### config.mk
export PLATFORM = sky130hd
export DESIGN_NAME = pc_fetch
export DESIGN_NICKNAME = d
export VERILOG_FILES = /design/src/rtl/pc_fetch.sv
export SDC_FILE = /design/constraint.sdc
export NUM_CORES = 1
export LEC_CHECK = 0
export ABC_AREA = 1
export CORE_MARGIN = 2
export CORE_UTILIZATION = 46
export DETAILED_ROUTE_END_ITERATION = 10
export HOLD_SLACK_MARGIN = 0.08
export PLACE_DENSITY = 0.86
export SETUP_SLACK_MARGIN = 0.1
export SLEW_MARGIN = 20
export SYNTH_ARGS = -nofsm -noshare
export SYNTH_HDL_FRONTEND = slang
export SYNTH_SLANG_ARGS = --single-unit
### constraint.sdc
create_clock -name clk -period 3.7 [get_ports clk]
set_clock_uncertainty 0.15 [all_clocks]
set_input_delay 0.555 -clock clk [delete_from_list [all_inputs] [get_ports clk]]
set_output_delay 0.555 -clock clk [all_outputs]
set_load 0.03 [all_outputs]
### src/rtl/pc_fetch.sv
// -----------------------------------------------------------------------------
// pc_fetch
//   This block holds the architectural program counter. It fetches the
//   instruction at that PC over a request/grant/response handshake and holds
//   the instruction for execution. On commit it loads the next PC. It also
//   detects the self-loop halt and counts retired instructions.
//
// Build option:
//   PC_ALIGN_CHECK_EN
//     Defined:   a commit to a target that is not word aligned halts the core
//                with the sticky `misaligned` flag set. The PC and the retire
//                count stay unchanged.
//     Undefined: the target's low two bits are dropped, and `misaligned` is
//                tied to 0.
//
// Ports:
//   clk, rst_n       clock and asynchronous active-low reset
//   next_pc, commit  next PC from downstream; advance when commit is high in EXEC
//   pc               current architectural PC
//   imem_req/addr    fetch request and address (address always equals pc)
//   imem_gnt         memory accepted the request
//   imem_rvalid/rdata  fetch response
//   inst, inst_valid latched instruction and its valid flag (valid in EXEC)
//   halted           sticky halt indicator
//   misaligned       sticky misaligned-target indicator
//   retire_cnt       committed-instruction count (wraps at 2^32)
// -----------------------------------------------------------------------------
module pc_fetch #(
    parameter logic [31:0] RESET_PC          = 32'h0000_0000,
    parameter bit          HALT_ON_SELF_LOOP = 1'b1
) (
    input  logic        clk,
    input  logic        rst_n,
    input  logic [31:0] next_pc,
    input  logic        commit,
    output logic [31:0] pc,
    output logic        imem_req,
    output logic [31:0] imem_addr,
    input  logic        imem_gnt,
    input  logic        imem_rvalid,
    input  logic [31:0] imem_rdata,
    output logic [31:0] inst,
    output logic        inst_valid,
    output logic        halted,
    output logic        misaligned,
    output logic [31:0] retire_cnt
);

    typedef enum logic [1:0] {
        S_REQ  = 2'd0,
        S_WAIT = 2'd1,
        S_EXEC = 2'd2,
        S_HALT = 2'd3
    } state_t;

    state_t      state_q, state_d;
    logic [31:0] pc_q, pc_d;
    logic [31:0] inst_q, inst_d;
    logic [31:0] cnt_q, cnt_d;
    logic        self_loop;

    // Self-loop compares the raw target with the current PC.
    assign self_loop = HALT_ON_SELF_LOOP && (next_pc == pc_q);

`ifdef PC_ALIGN_CHECK_EN
    logic mis_q, mis_d;
`endif

    always_ff @(posedge clk or negedge rst_n) begin
        if (!rst_n) begin
            state_q <= S_REQ;
            pc_q    <= RESET_PC;
            inst_q  <= 32'h0;
            cnt_q   <= 32'h0;
`ifdef PC_ALIGN_CHECK_EN
            mis_q   <= 1'b0;
`endif
        end else begin
            state_q <= state_d;
            pc_q    <= pc_d;
            inst_q  <= inst_d;
            cnt_q   <= cnt_d;
`ifdef PC_ALIGN_CHECK_EN
            mis_q   <= mis_d;
`endif
        end
    end

    always_comb begin
        state_d = state_q;
        pc_d    = pc_q;
        inst_d  = inst_q;
        cnt_d   = cnt_q;
`ifdef PC_ALIGN_CHECK_EN
        mis_d   = mis_q;
`endif
        case (state_q)
            // A response seen in REQ is ignored. Only the grant moves us on.
            S_REQ: begin
                if (imem_gnt) state_d = S_WAIT;
            end
            S_WAIT: begin
                if (imem_rvalid) begin
                    inst_d  = imem_rdata;
                    state_d = S_EXEC;
                end
            end
            S_EXEC: begin
                if (commit) begin
`ifdef PC_ALIGN_CHECK_EN
                    if (next_pc[1:0] != 2'b00) begin
                        mis_d   = 1'b1;
                        state_d = S_HALT;
                    end else begin
                        pc_d    = next_pc;
                        cnt_d   = cnt_q + 32'd1;
                        state_d = self_loop ? S_HALT : S_REQ;
                    end
`else
                    pc_d    = {next_pc[31:2], 2'b00};
                    cnt_d   = cnt_q + 32'd1;
                    state_d = self_loop ? S_HALT : S_REQ;
`endif
                end
            end
            S_HALT: begin
                // Exit only through reset.
            end
            default: state_d = S_REQ;
        endcase
    end

    // Reset parks the FSM in REQ. Gating with rst_n keeps the request low
    // while reset is held, so it rises right after release.
    assign imem_req   = (state_q == S_REQ) && rst_n;
    assign imem_addr  = pc_q;
    assign pc         = pc_q;
    assign inst       = inst_q;
    assign inst_valid = (state_q == S_EXEC);
    assign halted     = (state_q == S_HALT);
    assign retire_cnt = cnt_q;
`ifdef PC_ALIGN_CHECK_EN
    assign misaligned = mis_q;
`else
    assign misaligned = 1'b0;
`endif

endmodule

# After elaboration in Yosys (flattened, before gate mapping)
# Index checks and enable logic that the tools add are counted.
# W data, S select, Z words.
[classes]
mux = 5
n_addsub = 1
n_eq_ne = 7
n_reduce_logical = 6
[op_table]
columns = ["cell", "n"]
rows = [
  ["$add A32 B1 Y32 const B", 1],
  ["$eq A32 B32 Y1", 1],
  ["$mux W2", 4],
  ["$ne A2 B2 Y1 const B", 3],
  ["$pmux W2 S3", 1],
  ["$eq A2 B2 Y1 const B", 2],
  ["$reduce_and A2 Y1", 2],
  ["$reduce_and A4 Y1", 1],
  ["$reduce_bool A3 Y1", 1],
  ["$eq A2 B1 Y1 const B", 1],
  ["$logic_not A2 Y1", 1],
  ["$logic_and A1 B1 Y1", 1],
]
[totals]
output_inout_bits = 132
regBits = 96
input_bits = 69

# Longest topological paths before layout
[logic_depth]
word_depth = 4
mapped_depth = 12

# Worst setup path before layout
# OpenSTA, ideal clock, no wires.
[synth_path]
path_kind = "register to register"
start = "register state_q[0]"
end = "register cnt_q[27], in the netlist retire_cnt[27]"
setup_slack_ns = 1.587
n_path_buf = 0
t_arrival_ns = 1.840
stages_incl_launch_ff = 11
path_cell_list = "dfrtp_1 > inv_1 > ha_1 > nand2_2 > clkinv_2 > nand2_2 > nor2_4 > nand2_2 > nor3_2 > nand2_1 > xor2_1"
[synth_between]
elab_chain_cells = 2
[synth_lines]
columns = ["element", "line", "source"]
rows = [
  ["from (decl)", "56", "state_t state_q, state_d;"],
  ["from (signal assigned)", "79", "state_q <= state_d;"],
  ["$eq A2 B2 Y1", "--", ""],
  ["net inst_valid", "43", "output logic inst_valid,"],
  ["$reduce_and A2 Y1 (no line)", "--", ""],
  ["to (signal assigned)", "82", "cnt_q <= cnt_d;"],
  ["to (decl)", "59", "logic [31:0] cnt_q, cnt_d;"],
]
# The timed path passes the listed nets, and every way through them passes these cells.
# A chain may end at the register's enable or synchronous reset.

# Worst setup path in the final report
[layout_path]
start = "register state_q[1]"
end = "output imem_req"
[layout_between]
elab_chain_cells = 2
[layout_lines]
columns = ["element", "line", "source"]
rows = [
  ["$logic_not A2 Y1", "135", "assign imem_req = (state_q == S_REQ) && rst_n;"],
  ["$logic_and A1 B1 Y1", "135", ""],
  ["to (decl)", "37", "output logic imem_req,"],
]
# Every way passes these cells.

==> flow_metrics.tcl <==
set metrics [dict create \
    outcome "finished, final reports clean" \
    fin_nets 755 \
    antenna_found_initial 1 \
    fin_util_pct 67.2 \
    worst_setup_path_end_kind "primary output" \
    synth_seq_area_share_pct 50.3 \
    max_slew_margin_pct 50.1 \
    hold_viol 0 \
    numPortBuffers 195 \
    wl_per_cell_um 14.3 \
    clock_latency_ps 350 \
    post_synth_fa_ha_maj_area_fraction_pct 1.57 \
    die-height_um 106 \
    finalSetupTns_ps 0 \
    timing.rr.start "state_q[0]" \
    first_global_vias 3990 \
    yosysUniqueCellTypes 28 \
    muxShareOfSynthArea_pct 7.55 \
    dp.cells 805 \
    first_pass_iters 4 \
    root_buffer "clkbuf_8" \
    synth-seq-cells 96 \
    yosys_warnings 0 \
    synth_xor_area_share_pct 9.73 \
    ant_nets 0 \
    drtIter0Drc 188 \
    hp-class "primary input to asynchronous set/reset pin" \
    drt-vias-per-instance 4.81 \
    ctsHoldBuffers 0 \
    path_class "register to primary output" \
    yosys.cell_count.top_type "nand2_1" \
    layout-drive-gt1-share_pct 9.78 \
    coreArea_um2 10200 \
    rows 37 \
    die_x_um 106 \
    rrSetupSlack_ps 1380 \
    timing.final.crit_period_ps 2570 \
    cts_tree "yes" \
    yosys-top-cells-count "158 x nand2_1, 96 x dfrtp_1, 41 x inv_1" \
    power_frac_seq_pct 32.2 \
    slew_viol_final 0 \
    syn_area_per_cell_um2 9.38 \
    dieArea_um2 11200 \
    synth_top_area_share_pct 50.3 \
    powerDensity_nw_per_um2 784 \
    combinationalPowerShare_pct 54.9 \
    swShare_pct 43.5 \
    arrival_ps 1870 \
    diodes 0 \
    htreeDepth 3 \
    grt_max_degree 61 \
    synth_edf_count 0 \
    gp_congestion 0.953 \
    crit_path_start_kind "register" \
    synth_simple_gate_area_share_pct 19.8 \
    p_switching_w 0.00233 \
    synth_top_family_by_area "simple AND/OR/NAND/NOR gates" \
    totalWireLength_um 11800 \
    stdcell_area_um2 6840 \
    synth_ff_type "dfrtp_1" \
    clockBufferDepth 2 \
    peakVddDrop_v 0.000545 \
    syn_inst 509 \
    ys_async_sr_fraction_pct 100 \
    stdcell_count 821 \
    num-fill-cells 807 \
    cts_made_buffers 9 \
    cts_resized 0 \
    drc 0 \
    worstSetupStartpoint "state_q[1]" \
    grt.total_usage_pct 21.3 \
    grt-ovfl-total 0 \
    grt_pass1_wl_um 19100 \
    post_cts_buffers 0 \
    dp_hpwl_um 9120 \
    synth_top_cell_by_area "dfrtp_1" \
    clkPwrFrac_pct 12.9 \
    setup_viol 0 \
    worstMarginPinSlew_ps 748 \
    clkTransAtPathRegs_ps 90 \
    vias 3947 \
    synth_area_leaders "dfrtp_1 50%, nand2_1 12%, mux2_2 7.6%" \
    finalCritPeriodShare_pct 69.6 \
    syn-cell-area_um2 4770 \
    fmax_mhz 388 \
    rsz0062_at_grt "false" \
    synth_compound_area_share_pct 1.28 \
    io_pins 201 \
    cts.sinks 96 \
    maxCapViolations 0 \
    p_int_w 0.00303 \
    initial_utilization_pct 46.9 \
    syn_to_final_growth_pct 43.4 \
    p_leak_nw 3.14 \
    placed_area_um2 6640 \
    path_max_fanout 5 \
    required_ps 2990 \
]
logic make-up (layout without fill, tap and decap cells):
kind of cell	Yosys count	after routing
simple gates	223	223
flops	96	96
buf+inv	86	258
xor+xnor	53	53
mux	32	32
compound gates	12	12
fa+ha+maj	6	6
other cells	1	5
state kept, by name, indices dropped and copies added, names as in the netlist:
signal	cells
retire_cnt	32
state_q	2
inst	32
imem_addr	30
through the flow:
stage	power (W)	setup slack (ps)	hold WS, ps
floorplan	0.00361	1590	109
global placement	0.00462	1200	336
detailed placement	0.00471	1110	343
CTS	0.00540	1100	139
global route	0.00564	1000	157
finish	0.00536	1130	111
path summary, 6_finish.rpt:
kind	end	cells past startpoint
max reg2reg	retire_cnt[23]	10
min reg2reg	inst[22]	1
min	retire_cnt[8]	2
max	imem_req	5
max in group asynchronous	state_q[0]	3
min in group clk	inst[22]	1
layer usage:
layer	GRT usage (%)	part of all wire (%)	up-vias	wire length, um
met5	0	0	-	0
met4	8.46	2.1	0	252
met3	3.83	5.4	24	637
met2	38.0	53	139	6190
met1	25.3	40	1901	4680
li1	-	-	1883	-
power by group through the flow:
stage	clock (W)	combinational (W)	sequential [W]
after detailed placement	0	0.00296	0.00174
after CTS	0.000705	0.00297	0.00173
after global routing	0.000748	0.00311	0.00178
final	0.000692	0.00294	0.00173
after floorplan	0	0.00123	0.00238
after global placement	0	0.00291	0.00172
worst max-delay path: stages (launching register included):
cell,delay [ps]
dfrtp_1,440
inv_1,110
ha_1,180
nand2_1,50
inv_1,50
clkdlybuf4s50_1,680
layout by cell type (no fill, tap or decap), drive strengths merged:
cell           Yosys  final
a21oi              3      3
inv               41     41
clkbuf             5     11
bufinv             0      1
xnor2             35     35
xor2              18     18
o21ai              8      8
buf               39      6
nand2            163    163
nor3              12     12
clkdlybuf4s50      0    194
dfrtp             96     96
nand3             12     12
nor2              30     30
nand4              5      5
conb               1      5
mux2              32     32
clkinvlp           0      1
nor4               1      1
clkinv             1      4
o22ai              1      1
ha                 6      6
area by class of cell:
class	instances	area (um^2)	share of cell area, %
sequential	96	2400	35.1
timing repair buffer	200	1990	29.0
multi-input combinational	331	1930	28.1
tap	136	170	2.49
inverter	42	159	2.32
clock buffer	11	141	2.07
clock inverter	5	56.3	0.823
Power figures use the tool's default switching activity.
